`src/rtl/rv32_pkg.sv`:
```
// Shared RV32 types for the memory stage: op/size encodings, FSM states and the
// misalignment rule used by both the aligner and the stage controller.
package rv32_pkg;

    localparam int XLEN = 32;

    typedef enum logic [1:0] {
        MEM_NONE  = 2'd0,
        MEM_LOAD  = 2'd1,
        MEM_STORE = 2'd2
    } mem_op_e;

    typedef enum logic [1:0] {
        SZ_B = 2'd0,
        SZ_H = 2'd1,
        SZ_W = 2'd2
    } mem_size_e;

    typedef enum logic [1:0] {
        MS_IDLE = 2'd0,
        MS_REQ  = 2'd1,
        MS_WAIT = 2'd2
    } mem_state_e;

    // Unknown size encodings are treated as word accesses.
    function automatic logic is_misaligned(input logic [1:0] size, input logic [1:0] off);
        logic mis;
        case (size)
            SZ_B:    mis = 1'b0;
            SZ_H:    mis = off[0];
            default: mis = (off != 2'b00);
        endcase
        return mis;
    endfunction

endpackage

```
`src/rtl/mem_stage_lsu_align.sv`:
```
// Combinational byte-lane logic: store enables/replication, misalign detect, and
// load extraction with sign/zero extension.
module lsu_align
    import rv32_pkg::*;
(
    input  logic [1:0]  i_st_size,
    input  logic [1:0]  i_st_addr_lo,
    input  logic [31:0] i_st_data,
    output logic [3:0]  o_st_be,
    output logic [31:0] o_st_wdata,
    output logic        o_misalign,
    input  logic [1:0]  i_ld_size,
    input  logic [1:0]  i_ld_addr_lo,
    input  logic        i_ld_unsigned,
    input  logic [31:0] i_ld_rdata,
    output logic [31:0] o_ld_data
);

    logic [31:0] w_ld_shifted;

    assign o_misalign   = is_misaligned(i_st_size, i_st_addr_lo);
    // Aligned loads only reach here, so a byte-granular shift serves halves too.
    assign w_ld_shifted = i_ld_rdata >> {i_ld_addr_lo, 3'b000};

    // Store lane enables and lane-replicated write data.
    always_comb begin
        o_st_be    = 4'b0000;
        o_st_wdata = 32'h0000_0000;
        case (i_st_size)
            SZ_B: begin
                o_st_be    = 4'b0001 << i_st_addr_lo;
                o_st_wdata = {4{i_st_data[7:0]}};
            end
            SZ_H: begin
                o_st_be    = 4'b0011 << {i_st_addr_lo[1], 1'b0};
                o_st_wdata = {2{i_st_data[15:0]}};
            end
            default: begin
                o_st_be    = 4'b1111;
                o_st_wdata = i_st_data;
            end
        endcase
    end

    // Load extraction and extension.
    always_comb begin
        o_ld_data = 32'h0000_0000;
        case (i_ld_size)
            SZ_B: begin
                if (i_ld_unsigned) begin
                    o_ld_data = {24'h00_0000, w_ld_shifted[7:0]};
                end else begin
                    o_ld_data = {{24{w_ld_shifted[7]}}, w_ld_shifted[7:0]};
                end
            end
            SZ_H: begin
                if (i_ld_unsigned) begin
                    o_ld_data = {16'h0000, w_ld_shifted[15:0]};
                end else begin
                    o_ld_data = {{16{w_ld_shifted[15]}}, w_ld_shifted[15:0]};
                end
            end
            default: o_ld_data = i_ld_rdata;
        endcase
    end

endmodule

```
`src/rtl/mem_stage.sv`:
```
// Memory stage: one outstanding data-bus access over req/gnt/rvalid, EX stalled
// while it is in flight, and a registered one-cycle writeback packet.
module mem_stage
    import rv32_pkg::*;
#(
    parameter int DATA_WIDTH = 32,
    parameter int ADDR_WIDTH = 32
) (
    input  logic                  clk,
    input  logic                  rst,
    input  logic                  ex_valid_i,
    output logic                  ex_ready_o,
    input  logic [DATA_WIDTH-1:0] alu_res_i,
    input  logic [DATA_WIDTH-1:0] store_data_i,
    input  logic [1:0]            mem_op_i,
    input  logic [1:0]            mem_size_i,
    input  logic                  mem_unsigned_i,
    input  logic [4:0]            rd_addr_i,
    input  logic                  rd_we_i,
    output logic                  dmem_req_o,
    output logic                  dmem_we_o,
    output logic [ADDR_WIDTH-1:0] dmem_addr_o,
    output logic [3:0]            dmem_be_o,
    output logic [DATA_WIDTH-1:0] dmem_wdata_o,
    input  logic                  dmem_gnt_i,
    input  logic                  dmem_rvalid_i,
    input  logic [DATA_WIDTH-1:0] dmem_rdata_i,
    output logic                  wb_valid_o,
    output logic [4:0]            wb_rd_o,
    output logic                  wb_we_o,
    output logic [DATA_WIDTH-1:0] wb_data_o,
    output logic                  misalign_o
);

    mem_state_e            r_state;
    mem_state_e            w_next_state;
    logic                  r_dmem_req;
    logic                  r_dmem_we;
    logic [ADDR_WIDTH-1:0] r_dmem_addr;
    logic [3:0]            r_dmem_be;
    logic [DATA_WIDTH-1:0] r_dmem_wdata;
    logic                  r_wb_valid;
    logic [4:0]            r_wb_rd;
    logic                  r_wb_we;
    logic [DATA_WIDTH-1:0] r_wb_data;
    logic                  r_misalign;
    logic                  r_rd_we;
    logic [1:0]            r_ld_size;
    logic [1:0]            r_ld_off;
    logic                  r_ld_uns;

    logic                  w_accept;
    logic                  w_is_mem;
    logic                  w_misalign;
    logic [3:0]            w_st_be;
    logic [31:0]           w_st_wdata;
    logic [31:0]           w_ld_data;

    assign w_accept = ex_valid_i & (r_state == MS_IDLE);
    assign w_is_mem = (mem_op_i == MEM_LOAD) | (mem_op_i == MEM_STORE);

    lsu_align u_align (
        .i_st_size     (mem_size_i),
        .i_st_addr_lo  (alu_res_i[1:0]),
        .i_st_data     (store_data_i),
        .o_st_be       (w_st_be),
        .o_st_wdata    (w_st_wdata),
        .o_misalign    (w_misalign),
        .i_ld_size     (r_ld_size),
        .i_ld_addr_lo  (r_ld_off),
        .i_ld_unsigned (r_ld_uns),
        .i_ld_rdata    (dmem_rdata_i),
        .o_ld_data     (w_ld_data)
    );

    // State register.
    always_ff @(posedge clk or negedge rst) begin
        if (!rst) begin
            r_state <= MS_IDLE;
        end else begin
            r_state <= w_next_state;
        end
    end

    // Next-state decode; a store leaves REQ straight to IDLE, a load waits for data.
    always_comb begin
        w_next_state = r_state;
        case (r_state)
            MS_IDLE: begin
                if (w_accept & w_is_mem & ~w_misalign) w_next_state = MS_REQ;
                else                                   w_next_state = MS_IDLE;
            end
            MS_REQ: begin
                if (dmem_gnt_i) w_next_state = r_dmem_we ? MS_IDLE : MS_WAIT;
                else            w_next_state = MS_REQ;
            end
            MS_WAIT: begin
                if (dmem_rvalid_i) w_next_state = MS_IDLE;
                else               w_next_state = MS_WAIT;
            end
            default: w_next_state = MS_IDLE;
        endcase
    end

    // Bus request fields, captured load context and writeback packet.
    always_ff @(posedge clk or negedge rst) begin
        if (!rst) begin
            r_dmem_req   <= 1'b0;
            r_dmem_we    <= 1'b0;
            r_dmem_addr  <= '0;
            r_dmem_be    <= 4'b0000;
            r_dmem_wdata <= '0;
            r_wb_valid   <= 1'b0;
            r_wb_rd      <= 5'd0;
            r_wb_we      <= 1'b0;
            r_wb_data    <= '0;
            r_misalign   <= 1'b0;
            r_rd_we      <= 1'b0;
            r_ld_size    <= 2'b00;
            r_ld_off     <= 2'b00;
            r_ld_uns     <= 1'b0;
        end else begin
            r_wb_valid <= 1'b0;
            r_wb_we    <= 1'b0;
            r_misalign <= 1'b0;
            case (r_state)
                MS_IDLE: begin
                    if (w_accept) begin
                        r_wb_rd   <= rd_addr_i;
                        r_rd_we   <= rd_we_i & (rd_addr_i != 5'd0);
                        r_ld_size <= mem_size_i;
                        r_ld_off  <= alu_res_i[1:0];
                        r_ld_uns  <= mem_unsigned_i;
                        if (!w_is_mem) begin
                            r_wb_valid <= 1'b1;
                            r_wb_we    <= rd_we_i & (rd_addr_i != 5'd0);
                            r_wb_data  <= alu_res_i;
                        end else if (w_misalign) begin
                            r_wb_valid <= 1'b1;
                            r_misalign <= 1'b1;
                            r_wb_data  <= alu_res_i;
                        end else begin
                            r_dmem_req   <= 1'b1;
                            r_dmem_we    <= (mem_op_i == MEM_STORE);
                            r_dmem_addr  <= {alu_res_i[ADDR_WIDTH-1:2], 2'b00};
                            r_dmem_be    <= w_st_be;
                            r_dmem_wdata <= w_st_wdata;
                        end
                    end
                end
                MS_REQ: begin
                    if (dmem_gnt_i) begin
                        r_dmem_req <= 1'b0;
                        r_dmem_we  <= 1'b0;
                        if (r_dmem_we) begin
                            r_wb_valid <= 1'b1;
                            r_wb_data  <= '0;
                        end
                    end
                end
                MS_WAIT: begin
                    if (dmem_rvalid_i) begin
                        r_wb_valid <= 1'b1;
                        r_wb_we    <= r_rd_we;
                        r_wb_data  <= w_ld_data;
                    end
                end
                default: r_dmem_req <= 1'b0;
            endcase
        end
    end

    assign ex_ready_o   = (r_state == MS_IDLE);
    assign dmem_req_o   = r_dmem_req;
    assign dmem_we_o    = r_dmem_we;
    assign dmem_addr_o  = r_dmem_addr;
    assign dmem_be_o    = r_dmem_be;
    assign dmem_wdata_o = r_dmem_wdata;
    assign wb_valid_o   = r_wb_valid;
    assign wb_rd_o      = r_wb_rd;
    assign wb_we_o      = r_wb_we;
    assign wb_data_o    = r_wb_data;
    assign misalign_o   = r_misalign;

endmodule

```
`config.mk`:
```
export PLATFORM = sky130hd
export DESIGN_NAME = mem_stage
export DESIGN_NICKNAME = d
export VERILOG_FILES = /design/src/rtl/rv32_pkg.sv /design/src/rtl/mem_stage_lsu_align.sv /design/src/rtl/mem_stage.sv
export SDC_FILE = /design/constraint.sdc
export NUM_CORES = 1
export LEC_CHECK = 0
export CAP_MARGIN = 40
export CORE_UTILIZATION = 40
export CTS_CLUSTER_SIZE = 16
export DETAILED_ROUTE_END_ITERATION = 8
export GPL_TIMING_DRIVEN = 0
export PLACE_DENSITY = 0.81
export SYNTH_ARGS = -nofsm -noshare
export SYNTH_HDL_FRONTEND = slang
export SYNTH_SLANG_ARGS = --single-unit
```
`constraint.sdc`:
```
create_clock -name clk -period 1.95 [get_ports clk]
set_input_delay 0.4875 -clock clk [delete_from_list [all_inputs] [get_ports clk]]
set_output_delay 0.4875 -clock clk [all_outputs]
set_load 0.02 [all_outputs]
```
[Word-level counts from Yosys, hierarchy flattened]
Cells that the tools add are included.
Operators by class
  $add $sub $neg: 0
  multiply operators: 0
  divide/modulo/power cells: 0
  magnitude comparators: 0
  equality and inequality tests: 13
  shifts and indexed selects: 3
  mux-type cells: 41
  bitwise operators: 7
  reduce and logical (&&, ||, !) cells: 12
Operators by type and width (count)
  32-bit two-way mux: 8
  32-bit one-hot mux with 2 select lines: 2
  32-bit one-hot mux with 3 select lines: 1
  32-bit by 5-bit right shift with 16-bit output: 1
  1-bit two-way mux: 20
  5-bit AND reduction: 2
  2-bit by 1-bit equality test with 1-bit output (second input constant): 4
  2-bit inequality test (second input constant): 4
  4-bit one-hot mux with 2 select lines: 1
  2-bit zero test: 3
  2-bit two-way mux: 3
  1-bit one-hot mux with 2 select lines: 3
  1-bit one-hot mux with 3 select lines: 2
  2-bit one-hot mux with 3 select lines: 1
  6-bit AND reduction: 1
  5-bit nonzero test: 1
  1-bit bitwise AND: 4
  2-bit equality test (second input constant): 2
  2-bit by 1-bit inequality test with 1-bit output (second input constant): 2
  4-bit AND reduction: 1
  2-bit nonzero test: 2
  1-bit by 2-bit << shifter with 4-bit output (first input constant): 1
  2-bit by 2-bit << shifter with 4-bit output (first input constant): 1
  3-bit by 2-bit inequality test with 1-bit output (second input constant): 1
  other kinds (4): 5
Word-level totals
  register bits after elaboration: 116
  bits in latches: 0
  bits in writable memories: 0
  memory bits (read-only): 0
  output and inout port bits: 111
  word-level logic and storage cells: 91
  memories kept: 0

[Logic depth before layout (Yosys ltp)]
Gate-level depths: netlist of the first run.
  depth after elaboration: 6
  depth in mapped cells: 10

[Modules after synthesis]
From an unflattened synthesis of the first run, not the netlist that was laid out.
Second synthesis, totals
  cells, all modules: 555
  area, all modules: 6192.2 um2
By module, submodules not included
  mem_stage: instances 1, cells each 381, area an instance 4966.0 um2
  lsu_align: instances 1, cells each 174, area an instance 1226.2 um2

[Worst setup path before layout of the first run]
No wires, ideal clock.
  path kind: register -> register
  start point: register r_state[0]
  end point: register r_wb_data[21], in the netlist wb_data_o[21]
  arrival: 2.065 ns
  data required time: 1.860 ns
  setup slack: -0.206 ns
  stages on the path, launching flop included: 10
  path buffers: 2
  period minus slack after synthesis: 2.156 ns
  cell sequence: dfrtp_1 inv_1 ha_1 clkbuf_1 inv_1 o21ai_0 a2111o_1 a2111o_1 buf_6 o221ai_1
On the way
  longest elaborated chain between the ends: 4
Ends and longest elaborated chain
  start, declared: line mem_stage.sv:35  | mem_state_e r_state;
  start signal, assigned: line mem_stage.sv:81  | r_state <= w_next_state;
  2-bit zero test (*)
  via ex_ready_o: line mem_stage.sv:12  | output logic ex_ready_o,
  1-bit bitwise AND: line mem_stage.sv:59  | assign w_accept = ex_valid_i & (r_state == MS_IDLE);
  2-bit by 1-bit inequality test with 1-bit output (no line)
  6-bit AND reduction (no line)
  end signal, assigned: line mem_stage.sv:137  | r_wb_data <= alu_res_i;
  end signal, assigned: line mem_stage.sv:141  | r_wb_data <= alu_res_i;
  end signal, assigned: line mem_stage.sv:165  | r_wb_data <= w_ld_data;
  end, declared: line mem_stage.sv:45  | logic [DATA_WIDTH-1:0] r_wb_data;
Mark *: on every way through the listed nets, which the timed path passes. The rest lies on a longest branch.
A chain may end at the register's enable or synchronous reset.

[Final worst setup path of the first run]
  start point: input alu_res_i[1]
  end point: register r_wb_data[27], in the netlist wb_data_o[27]
On the way
  longest elaborated chain between the ends: 4
Ends and longest elaborated chain
  start, declared: line mem_stage.sv:13  | input logic [DATA_WIDTH-1:0] alu_res_i,
  2-bit nonzero test: line rv32_pkg.sv:31  | default: mis = (off != 2'b00);
  1-bit one-hot mux with 2 select lines: line rv32_pkg.sv:28  | case (size)
  3-bit by 2-bit inequality test with 1-bit output (no line)
  6-bit AND reduction (no line)
No other way between the ends.

==> results by group, run 1 <==
Global routing
  – Initial antenna violation count: 0
  – Global-route wire length before repair: 30.4 mm
  – Vias in the first global route: 5607
  – Largest net degree at the start of global routing: 66
  – GRT Total Usage: 27.7%
  – Total grt overflow: 0

Setup path
  – Critical path launch point: alu_res_i[1]
  – Critical path class: input port to flip-flop
  – Startpoint Class: input port
  – FF-to-FF Start: r_state[0]
  – CP bufs+invs: 2
  – CP max FO: 8
  – Crit. End Element: flip-flop
  – Largest stage delay, worst path: 480 ps
  – Crit-path cells: dlygate4sd2_1, a21o_1, a21oi_4, a2111o_1, a2111o_2, buf_6, o221ai_2
  – Arrival @ worst endpoint: 2500 ps
  – CP top delay family: compound AO/OA/AOI/OAI gates
  – Critical Path RT: 2280 ps
  – CP max stage cell: a2111o_2

Min path
  – Tightest Hold Check Type: input port to async pin

Power and ir drop
  – Sw Pwr: 5.18 mW
  – Logic pwr share: 47.4%
  – Sw frac: 38.8%
  – Max IR drop VDD: 0.893 mV
  – Power Density: 1500 nW/um2
  – Clock share of power: 22.7%
  – Pleak: 4.05 nW
  – Seq pwr share: 29.9%
  – Int Power: 8.18 mW

STA
  – FMAX: 462 MHz
  – RSZ-0062 raised after global routing: true
  – Period Utilization, post-route: 111%
  – Rel. slew slack: 53.4%
  – Final hold vios: 0
  – Final hold slack: 11.4 ps
  – Post-layout min period: 2160 ps
  – Pins Over Slew Limit: 0
  – Final setup margin: -214 ps
  – Final setup viols: 35
  – Skew final: 4.37 ps
  – Worst-Margin Slew: 699 ps

Detailed routing
  – Initial DRT Pass Iterations: 8
  – DR WL/cell: 18.5 um
  – Final ANT Viol Nets: 0
  – Total wire length: 19.4 mm
  – Via-to-Cell Ratio: 5.46
  – DRT iter0 DRCs: 396
  – Via count: 5734
  – DRC errors left: 0

Placement
  – Port buffer count: 218
  – RePlAce Congestion: 0.874
  – Placed Area: 8180 um2
  – HPWL Detailed: 14.2 mm

Clock network
  – Root Buffer Master: clkbuf_16
  – CTS tree: done
  – Hold_buf cts: 0
  – Clock-pin slew on the worst setup and hold paths: 50 ps
  – Clock sinks: 116
  – H-Tree Depth: 4
  – Maximum clock path buffer count: 2
  – Skew-Pair Late Insertion Delay: 420 ps
  – TritonCTS Buffers: 17

Synth
  – Sequential fraction of the synthesis area: 51.7%
  – Yosys reg bits: 116
  – Number of synthesized flops with an enable pin: 0
  – Unique cell type count in the Yosys netlist: 44
  – Main synth FF type: dfrtp_1
  – Ys Warns: 0
  – Post-Syn Area: 5620 um2
  – Cell count after synthesis: 617
  – Syn avg cell area: 9.11 um2
  – FFs w/ async S/R, synth: 100%

Outcome
  – Failing checks: setup timing
  – Status: finished, violations left

Floorplanning
  – Die area: 14500 um2
  – Placeable Area: 13500 um2
  – Die Y: 121 um
  – # rows: 42
  – Initial Util: 41.8%
  – Die W: 121 um
  – # IOs: 223

Run
  – Max Cap Violations: 0

Layout
  – Area of the multi-input gates: 2610 um2
  – Final Instance Area: 8900 um2
  – Layout area overhead: 58.5%
  – Antenna fix cells: 0
  – Final net count: 979
  – FF/Latch Area: 2900 um2
  – Fill cell count: 1095
  – Commonest non-fill, non-tap cell in the layout: clkdlybuf4s50_1
  – Share of cells above drive strength 1: 14.1%
  – Most frequent cells in the layout: clkdlybuf4s50_1 (206), nand2_1 (200), dfrtp_1 (116)
==> cell usage after synthesis (3+ instances only) <==
| master | count | area [um2] |
|---|---|---|
| buf_4 | 4 | 30.0 |
| o221a_2 | 7 | 78.8 |
| a31oi_1 | 4 | 25.0 |
| o31ai_1 | 7 | 52.6 |
| inv_1 | 11 | 41.3 |
| o221ai_1 | 16 | 140 |
| a2bb2oi_1 | 7 | 61.3 |
| buf_1 | 4 | 15.0 |
| mux2i_1 | 33 | 330 |
| clkbuf_1 | 34 | 128 |
| a21oi_1 | 32 | 160 |
| a222oi_1 | 7 | 70.1 |
| ha_1 | 5 | 62.6 |
| o211ai_1 | 7 | 52.6 |
| dfrtp_1 | 116 | 2900 |
| o21ai_0 | 39 | 195 |
| buf_2 | 5 | 25.0 |
| nor2b_1 | 4 | 25.0 |
| nor2_1 | 37 | 139 |
| mux2_2 | 9 | 101 |
| nand2_1 | 200 | 751 |
| nand3_1 | 3 | 15.0 |
==> stage by stage <==
stage | total power, mW | worst slack, ps | cells | utilization, % | TNS [ps]
floorplan | 7.15 | -140 | 618 | - | -1460
global placement | 10.0 | -4230 | 1012 | 60.6 | -567040
detailed placement | 10.1 | -1030 | 1013 | 60.8 | -77520
CTS | 13.3 | -232 | 1051 | 65.8 | -3210
global route | 14.1 | -293 | 1051 | 66.2 | -8240
finish | 13.4 | -214 | 1051 | 66.2 | -2990
==> sequential cells by signal, summed over array words and instances, names as in the netlist <==
name	count
wb_we_o	1
misalign_o	1
dmem_req_o	1
dmem_addr_o	30
dmem_wdata_o	32
r_ld_size	2
wb_valid_o	1
r_ld_uns	1
wb_rd_o	5
r_ld_off	2
r_rd_we	1
dmem_be_o	4
wb_data_o	32
r_state	2
dmem_we_o	1
==> area by class of cell <==
cell class	count	area share [%]
sequential	116	32.6
multi-input combinational	443	29.3
timing repair buffer	226	25.5
clock buffer	18	4.93
buffer	47	3.15
tap	176	2.47
clock inverter	14	1.53
inverter	11	0.492
==> worst register-to-register path: stages (launching register included) <==
cell      delay, ps
dfrtp_1         390
inv_2            70
ha_2            240
nand2b_4         90
o21ai_2          50
a2111o_1        390
a2111o_2        480
buf_6           190
o221ai_2        170
==> per-layer routing <==
layer	up-vias	share of wire, %	GRT usage (%)
li1	2625	-	-
met1	2727	40	34.6
met2	328	47	44.2
met3	54	9.5	8.25
met4	0	3.5	12.0
met5	-	0	0
==> power groups by stage <==
stage / logic [mW] / clock network (mW) / registers [mW]
CTS: 6.25 / 3.07 / 3.99
floorplan: 2.00 / 0 / 5.15
finish: 6.33 / 3.03 / 4.00
global route: 6.76 / 3.19 / 4.12
detailed placement: 6.13 / 0 / 4.00
global placement: 6.04 / 0 / 3.97
==> worst paths after layout <==
check                                   end  slack, ps  depth (start not counted)
setup / recovery              wb_data_o[27]       -210                          7
hold / removal              dmem_addr_o[28]         10                          1
setup reg to reg              wb_data_o[27]       -210                          8
hold reg to reg             dmem_addr_o[20]        470                          2
max in group asynchronous   dmem_addr_o[31]       1240                          2
min in group clk           dmem_wdata_o[31]        450                          4
==> logic make-up after synthesis <==
logic type	synth area share, %
fa+ha+maj	1.11
buf+inv	4.45
flops	51.7
compound gates	17.0
other cells	0.0667
mux	8.08
simple gates	17.6
==> repair_timing <==
item / in CTS / in global routing
setup buffers: 5 / 1
resized for setup: 36 / 31
endpoints found under the setup margin: 104 / 95
pin swaps: 8 / 3
cloned: 1 / 0
Note: power is estimated with default switching activity, not from simulation.
==> run 2, diff against run 1 <==
Settings changed: SKIP_CTS_REPAIR_TIMING from default to 1.
==> run 2 against run 1 <==
The flow still finishes with violations (setup timing). Register-to-register slack got worse by 30 ps. Largest power group unchanged. Hold slack got worse by 3.5 ps. Design area increased by 1.2%. Fmax fell by 1.5%. Sequential power is essentially flat. Non-clock buffer count grew 4. Global-route usage down 0.35 points. Critical endpoint is now wb_data_o[17]. Critical path depth grew 2. Total power increased by 0.54%. Critical path type is now flip-flop to flip-flop. Cell count increased by 0.38%.
==> results by group, run 2 (same netlist as run 1, synthesis figures left out) <==
Outcome
  – Status: finished, violations left (unchanged)
  – Failing checks: setup timing (unchanged)

Detailed routing
  – DRC errors left: 0 (unchanged)
  – Via count: 5736 (was 5734)
  – Total wire length: 19.7 mm (was 19.4 mm)
  – Final ANT Viol Nets: 0 (unchanged)
  – Initial DRT Pass Iterations: 8 (unchanged)
  – DR WL/cell: 18.6 um (was 18.5 um)
  – DRT iter0 DRCs: 372 (was 396)
  – Via-to-Cell Ratio: 5.44 (was 5.46)

STA
  – Rel. slew slack: 51.0% (was 53.4%)
  – Skew final: 3.66 ps (was 4.37 ps)
  – FMAX: 455 MHz (was 462 MHz)
  – Setup TNS: -4740 ps (was -2990 ps)
  – Pins Over Slew Limit: 0 (unchanged)
  – Worst-Margin Slew: 735 ps (was 699 ps)
  – RSZ-0062 raised after global routing: true (unchanged)
  – Final hold vios: 0 (unchanged)
  – Post-layout min period: 2200 ps (was 2160 ps)
  – Final setup margin: -248 ps (was -214 ps)
  – Final hold slack: 7.89 ps (was 11.4 ps)
  – Period Utilization, post-route: 113% (was 111%)
  – Final setup viols: 31 (was 35)

Clock network
  – Clock sinks: 116 (unchanged)
  – Maximum clock path buffer count: 2 (unchanged)
  – H-Tree Depth: 4 (unchanged)
  – Root Buffer Master: clkbuf_16 (unchanged)
  – TritonCTS Buffers: 17 (unchanged)
  – Skew-Pair Late Insertion Delay: 410 ps (was 420 ps)
  – CTS tree: done (unchanged)
  – Clock-pin slew on the worst setup and hold paths: 50 ps (about the same)

Power and ir drop
  – Sw Pwr: 5.21 mW (was 5.18 mW)
  – Clock share of power: 22.5% (was 22.7%)
  – Power Density: 1490 nW/um2 (was 1500 nW/um2)
  – Max IR drop VDD: 0.890 mV (was 0.893 mV)
  – Int Power: 8.22 mW (was 8.18 mW)
  – Logic pwr share: 47.7% (was 47.4%)
  – Seq pwr share: 29.8% (was 29.9%)
  – Final Total Pwr: 13.4 mW (about the same)
  – Sw frac: 38.8% (about the same)
  – Pleak: 4.11 nW (was 4.05 nW)

Setup path
  – Critical path class: flip-flop to flip-flop (was input port to flip-flop)
  – Critical Path RT: 2270 ps (was 2280 ps)
  – Startpoint Class: flip-flop (was input port)
  – Crit. End Element: flip-flop (unchanged)
  – CP max FO: 8 (unchanged)
  – Arrival @ worst endpoint: 2520 ps (was 2500 ps)

Placement
  – RePlAce Congestion: 0.874 (unchanged)
  – Post-Place Worst Slack: -1030 ps (unchanged)
  – Cell count after placement: 1013 (unchanged)
  – HPWL Detailed: 14.2 mm (unchanged)
  – Port buffer count: 218 (unchanged)
  – Placed Area: 8180 um2 (unchanged)

Layout
  – Share of cells above drive strength 1: 13.9% (was 14.1%)
  – Commonest non-fill, non-tap cell in the layout: clkdlybuf4s50_1 (unchanged)
  – Final net count: 983 (was 979)
  – Most frequent cells in the layout: clkdlybuf4s50_1 (206), nand2_1 (199), dfrtp_1 (116) (was clkdlybuf4s50_1 (206), nand2_1 (200), dfrtp_1 (116))
  – Fin cells: 1055 (was 1051)
  – Final Instance Area: 9010 um2 (was 8900 um2)
  – Fin util: 67.0% (was 66.2%)
  – Layout area overhead: 60.3% (was 58.5%)
  – Fill cell count: 1087 (was 1095)
  – Antenna fix cells: 0 (unchanged)

Min path
  – Tightest Hold Check Type: input port to async pin (unchanged)

Global routing
  – Total grt overflow: 0 (unchanged)
  – Initial antenna violation count: 0 (unchanged)
  – Largest net degree at the start of global routing: 66 (unchanged)
  – Vias in the first global route: 5537 (was 5607)
  – Global-route wire length before repair: 30.0 mm (was 30.4 mm)
  – GRT Total Usage: 27.3% (was 27.7%)

Floorplanning
  – # IOs: 223 (unchanged)
  – Die W: 121 um (unchanged)
  – Die Y: 121 um (unchanged)
  – Die area: 14500 um2 (unchanged)
  – Initial Util: 41.8% (unchanged)
  – # rows: 42 (unchanged)
  – Placeable Area: 13500 um2 (unchanged)

Run
  – Max Cap Violations: 0 (unchanged)
-- run 2: changes by cell type in the layout (fill, tap and decap cells not counted), sizes merged --
cell and change:
buf +7, dlygate4sd2 -5, clkbuf -4, dlymetal6s2s +6
-- run 2: worst max-delay path, cell delays in order (launching register included) --
cell and delay (ps):
dfrtp_1 390, inv_2 70, ha_4 170, buf_8 130, inv_4 50, o21ai_1 60, a2111o_1 400, a2111o_1 460
buf_4 200, o221ai_2 180
-- run 2: path summary, 6_finish.rpt --
kind	endpoint	start	cells after the start	slack (ps)
max	wb_data_o[17]	r_state[0]	9	-250
max reg2reg	wb_data_o[17]	r_state[0]	9	-250
min	dmem_addr_o[28]	rst	1	8
min reg2reg	dmem_addr_o[20]	dmem_addr_o[20]	2	470
max in group asynchronous	dmem_wdata_o[4]	rst	2	1240
min in group clk	dmem_wdata_o[25]	mem_size_i[1]	4	450
-- run 2: final cells by class --
type / instances / area [um2] / share of cell area (%)
Timing Repair Buffer: 230 / 2330 / 25.8
Clock inverter: 14 / 136 / 1.51
Clock buffer: 18 / 439 / 4.87
Multi-Input combinational cell: 443 / 2630 / 29.2
Buffer: 47 / 309 / 3.43
Sequential cell: 116 / 2900 / 32.2
Inverter: 11 / 43.8 / 0.486
Tap cell: 176 / 220 / 2.44
-- run 2: layer usage --
layer	vias up	track usage (%)	routed length (um)
met5	-	0	0
met4	0	11.4	642
met1	2748	34.3	7960
li1	2630	-	-
met2	303	43.8	9350
met3	55	8.07	1700
-- run 2: power by group through the flow --
stage                     clock, mW  sequential [mW]  combinational, mW
after floorplan                   0             5.15               2.00
after global placement            0             3.97               6.04
after detailed placement          0             4.00               6.13
after CTS                      3.07             3.99               6.16
after global routing           3.19             4.12               6.83
final                          3.03             4.00               6.41
==> run 3, diff against run 2 <==
Settings changed: CAP_MARGIN 40 to 20.
==> run 3 against run 2 <==
The flow still finishes with violations (setup timing). Global-route usage did not move. Non-clock buffer count unchanged. Routed wire length unchanged. Cell count is the same. Count of clock-buffer cells in the layout unchanged. Hold slack unchanged. Via count stayed put. Sequential power about the same. Clock power about the same. Utilization unchanged. Sequential share of layout area stayed put. Critical endpoint unchanged. Largest cell class unchanged. Largest power group unchanged. Highest routed layer unchanged.
==> results by group, run 3 (same netlist as run 1, synthesis figures left out) <==
Outcome
  – Status: finished, violations left (unchanged)
  – Failing checks: setup timing (unchanged)

Clock network
  – Clock-pin slew on the worst setup and hold paths: 50 ps (about the same)
  – H-Tree Depth: 4 (unchanged)
  – TritonCTS Buffers: 17 (unchanged)
  – Root Buffer Master: clkbuf_16 (unchanged)
  – Skew-Pair Late Insertion Delay: 410 ps (about the same)
  – Clock sinks: 116 (unchanged)
  – Maximum clock path buffer count: 2 (unchanged)
  – CTS tree: done (unchanged)

Setup path
  – Reg2reg path depth: 9 (unchanged)
  – Startpoint Class: flip-flop (unchanged)
  – Arrival @ worst endpoint: 2520 ps (about the same)
  – FF-to-FF Start: r_state[0] (unchanged)
  – R2R Setup Slk: -250 ps (about the same)
  – CP top delay family: compound AO/OA/AOI/OAI gates (unchanged)
  – Crit. End Element: flip-flop (unchanged)
  – Crit Reg-Reg Endpoint: wb_data_o[17] (unchanged)
  – CP max stage cell: a2111o_1 (unchanged)
  – Crit-path cells: inv_2, ha_4, buf_8, inv_4, o21ai_1, a2111o_1, a2111o_1, buf_4, o221ai_2 (unchanged)
  – CP max FO: 8 (unchanged)
  – Setup crit end: wb_data_o[17] (unchanged)
  – CP bufs+invs: 4 (unchanged)
  – CP most frequent cell: a2111o_1 (unchanged)
  – Critical path launch point: r_state[0] (unchanged)
  – Largest stage delay, worst path: 460 ps (about the same)
  – Critical Path RT: 2270 ps (about the same)
  – WP depth: 9 (unchanged)
  – Critical path class: flip-flop to flip-flop (unchanged)

Detailed routing
  – Wire length on met2: 9.35 mm (unchanged)
  – DRC errors left: 0 (unchanged)
  – Initial DRT Pass Iterations: 8 (unchanged)
  – Wl on met1: 7.96 mm (unchanged)
  – Top layer reached by signal wires: met4 (unchanged)
  – Final ANT Viol Nets: 0 (unchanged)
  – DR WL/cell: 18.6 um (unchanged)
  – Via count: 5736 (unchanged)
  – DRT iter0 DRCs: 372 (unchanged)
  – Total wire length: 19.7 mm (unchanged)
  – Via-to-Cell Ratio: 5.44 (unchanged)
  – Met3 routed WL: 1.70 mm (unchanged)

Layout
  – Fill cell count: 1087 (unchanged)
  – Area of the multi-input gates: 2630 um2 (unchanged)
  – Fin util: 67.0% (unchanged)
  – Share of cells above drive strength 1: 13.9% (unchanged)
  – Final net count: 983 (unchanged)
  – Most frequent cells in the layout: clkdlybuf4s50_1 (206), nand2_1 (199), dfrtp_1 (116) (unchanged)
  – FF/Latch Area: 2900 um2 (unchanged)
  – Commonest non-fill, non-tap cell in the layout: clkdlybuf4s50_1 (unchanged)
  – Antenna fix cells: 0 (unchanged)
  – Layout area overhead: 60.3% (unchanged)

Floorplanning
  – Die area: 14500 um2 (unchanged)
  – Die W: 121 um (unchanged)
  – # rows: 42 (unchanged)
  – Placeable Area: 13500 um2 (unchanged)
  – Die Y: 121 um (unchanged)
  – Initial Util: 41.8% (unchanged)
  – # IOs: 223 (unchanged)

Global routing
  – Vias in the first global route: 5537 (unchanged)
  – Initial antenna violation count: 0 (unchanged)
  – Largest net degree at the start of global routing: 66 (unchanged)
  – Global-route wire length before repair: 30.0 mm (unchanged)
  – GRT Total Usage: 27.3% (unchanged)
  – Total grt overflow: 0 (unchanged)

STA
  – Final setup viols: 31 (unchanged)
  – FMAX: 455 MHz (unchanged)
  – Skew final: 3.66 ps (unchanged)
  – Final hold vios: 0 (unchanged)
  – Period Utilization, post-route: 113% (unchanged)
  – Rel. slew slack: 51.0% (unchanged)
  – Worst-Margin Slew: 735 ps (unchanged)
  – Pins Over Slew Limit: 0 (unchanged)
  – Post-layout min period: 2200 ps (unchanged)
  – Final setup margin: -248 ps (unchanged)
  – RSZ-0062 raised after global routing: true (unchanged)
  – Setup TNS: -4740 ps (unchanged)

Power and ir drop
  – Int Power: 8.22 mW (unchanged)
  – Sw Pwr: 5.21 mW (unchanged)
  – Clock share of power: 22.5% (about the same)
  – Pleak: 4.11 nW (unchanged)
  – Max IR drop VDD: 0.890 mV (unchanged)
  – Final Total Pwr: 13.4 mW (unchanged)
  – Seq pwr share: 29.8% (about the same)
  – Sw frac: 38.8% (unchanged)
  – Logic pwr share: 47.7% (about the same)
  – Power Density: 1490 nW/um2 (unchanged)

Run
  – Max Cap Violations: 0 (unchanged)

Placement
  – Port buffer count: 218 (unchanged)
  – RePlAce Congestion: 0.874 (unchanged)
  – HPWL Detailed: 14.2 mm (unchanged)

Min path
  – Tightest Hold Check Type: input port to async pin (unchanged)
## run 3: cell counts in the layout (fill, tap and decap cells not counted)
No cell type changed its count.
## run 3: worst min-delay path by stage
| stage | from | to | slack (ps) |
|---|---|---|---|
| finish | rst | dmem_addr_o[28] | 8 |
| global route | rst | dmem_addr_o[28] | 40 |
| CTS | rst | dmem_addr_o[28] | 30 |
| detailed placement | dmem_addr_o[19] | dmem_addr_o[19] | 460 |
| global placement | dmem_addr_o[3] | dmem_addr_o[3] | 460 |
| floorplan | rst | dmem_addr_o[10] | 190 |
## run 3: worst register-to-register path: stages, from the launching register on
cell      delay [ps]
dfrtp_1          390
inv_2             70
ha_4             170
buf_8            130
inv_4             50
o21ai_1           60
a2111o_1         400
a2111o_1         460
buf_4            200
o221ai_2         180
## run 3: final cells by class
| cell class | instances | share of cell area [%] |
|---|---|---|
| Sequential cell | 116 | 32.2 |
| Multi-Input combinational cell | 443 | 29.2 |
| Timing Repair Buffer | 230 | 25.8 |
| Clock buffer | 18 | 4.87 |
| Buffer | 47 | 3.43 |
| Tap cell | 176 | 2.44 |
| Clock inverter | 14 | 1.51 |
| Inverter | 11 | 0.486 |
## run 3: power by group through the flow
stage	Clock, mW	Combinational, mW	Sequential (mW)
floorplan	0	2.00	5.15
detailed placement	0	6.13	4.00
CTS	3.07	6.16	3.99
global route	3.19	6.83	4.12
global placement	0	6.04	3.97
finish	3.03	6.41	4.00
## run 3: stage by stage
step / hold slack, ps / cell area, um2 / instances / worst slack (ps)
floorplan: 192 / 5750 / 618 / -140
global placement: 457 / 8150 / 1012 / -4230
detailed placement: 461 / 8180 / 1013 / -1030
CTS: 31.0 / 8750 / 1045 / -608
global route: 37.9 / 9010 / 1055 / -319
finish: 7.89 / 9010 / 1055 / -248
## run 3: per-layer routing
metal | up-vias | global-route usage, %
li1 | 2630 | -
met1 | 2748 | 34.3
met2 | 303 | 43.8
met3 | 55 | 8.07
met4 | 0 | 11.4
met5 | - | 0
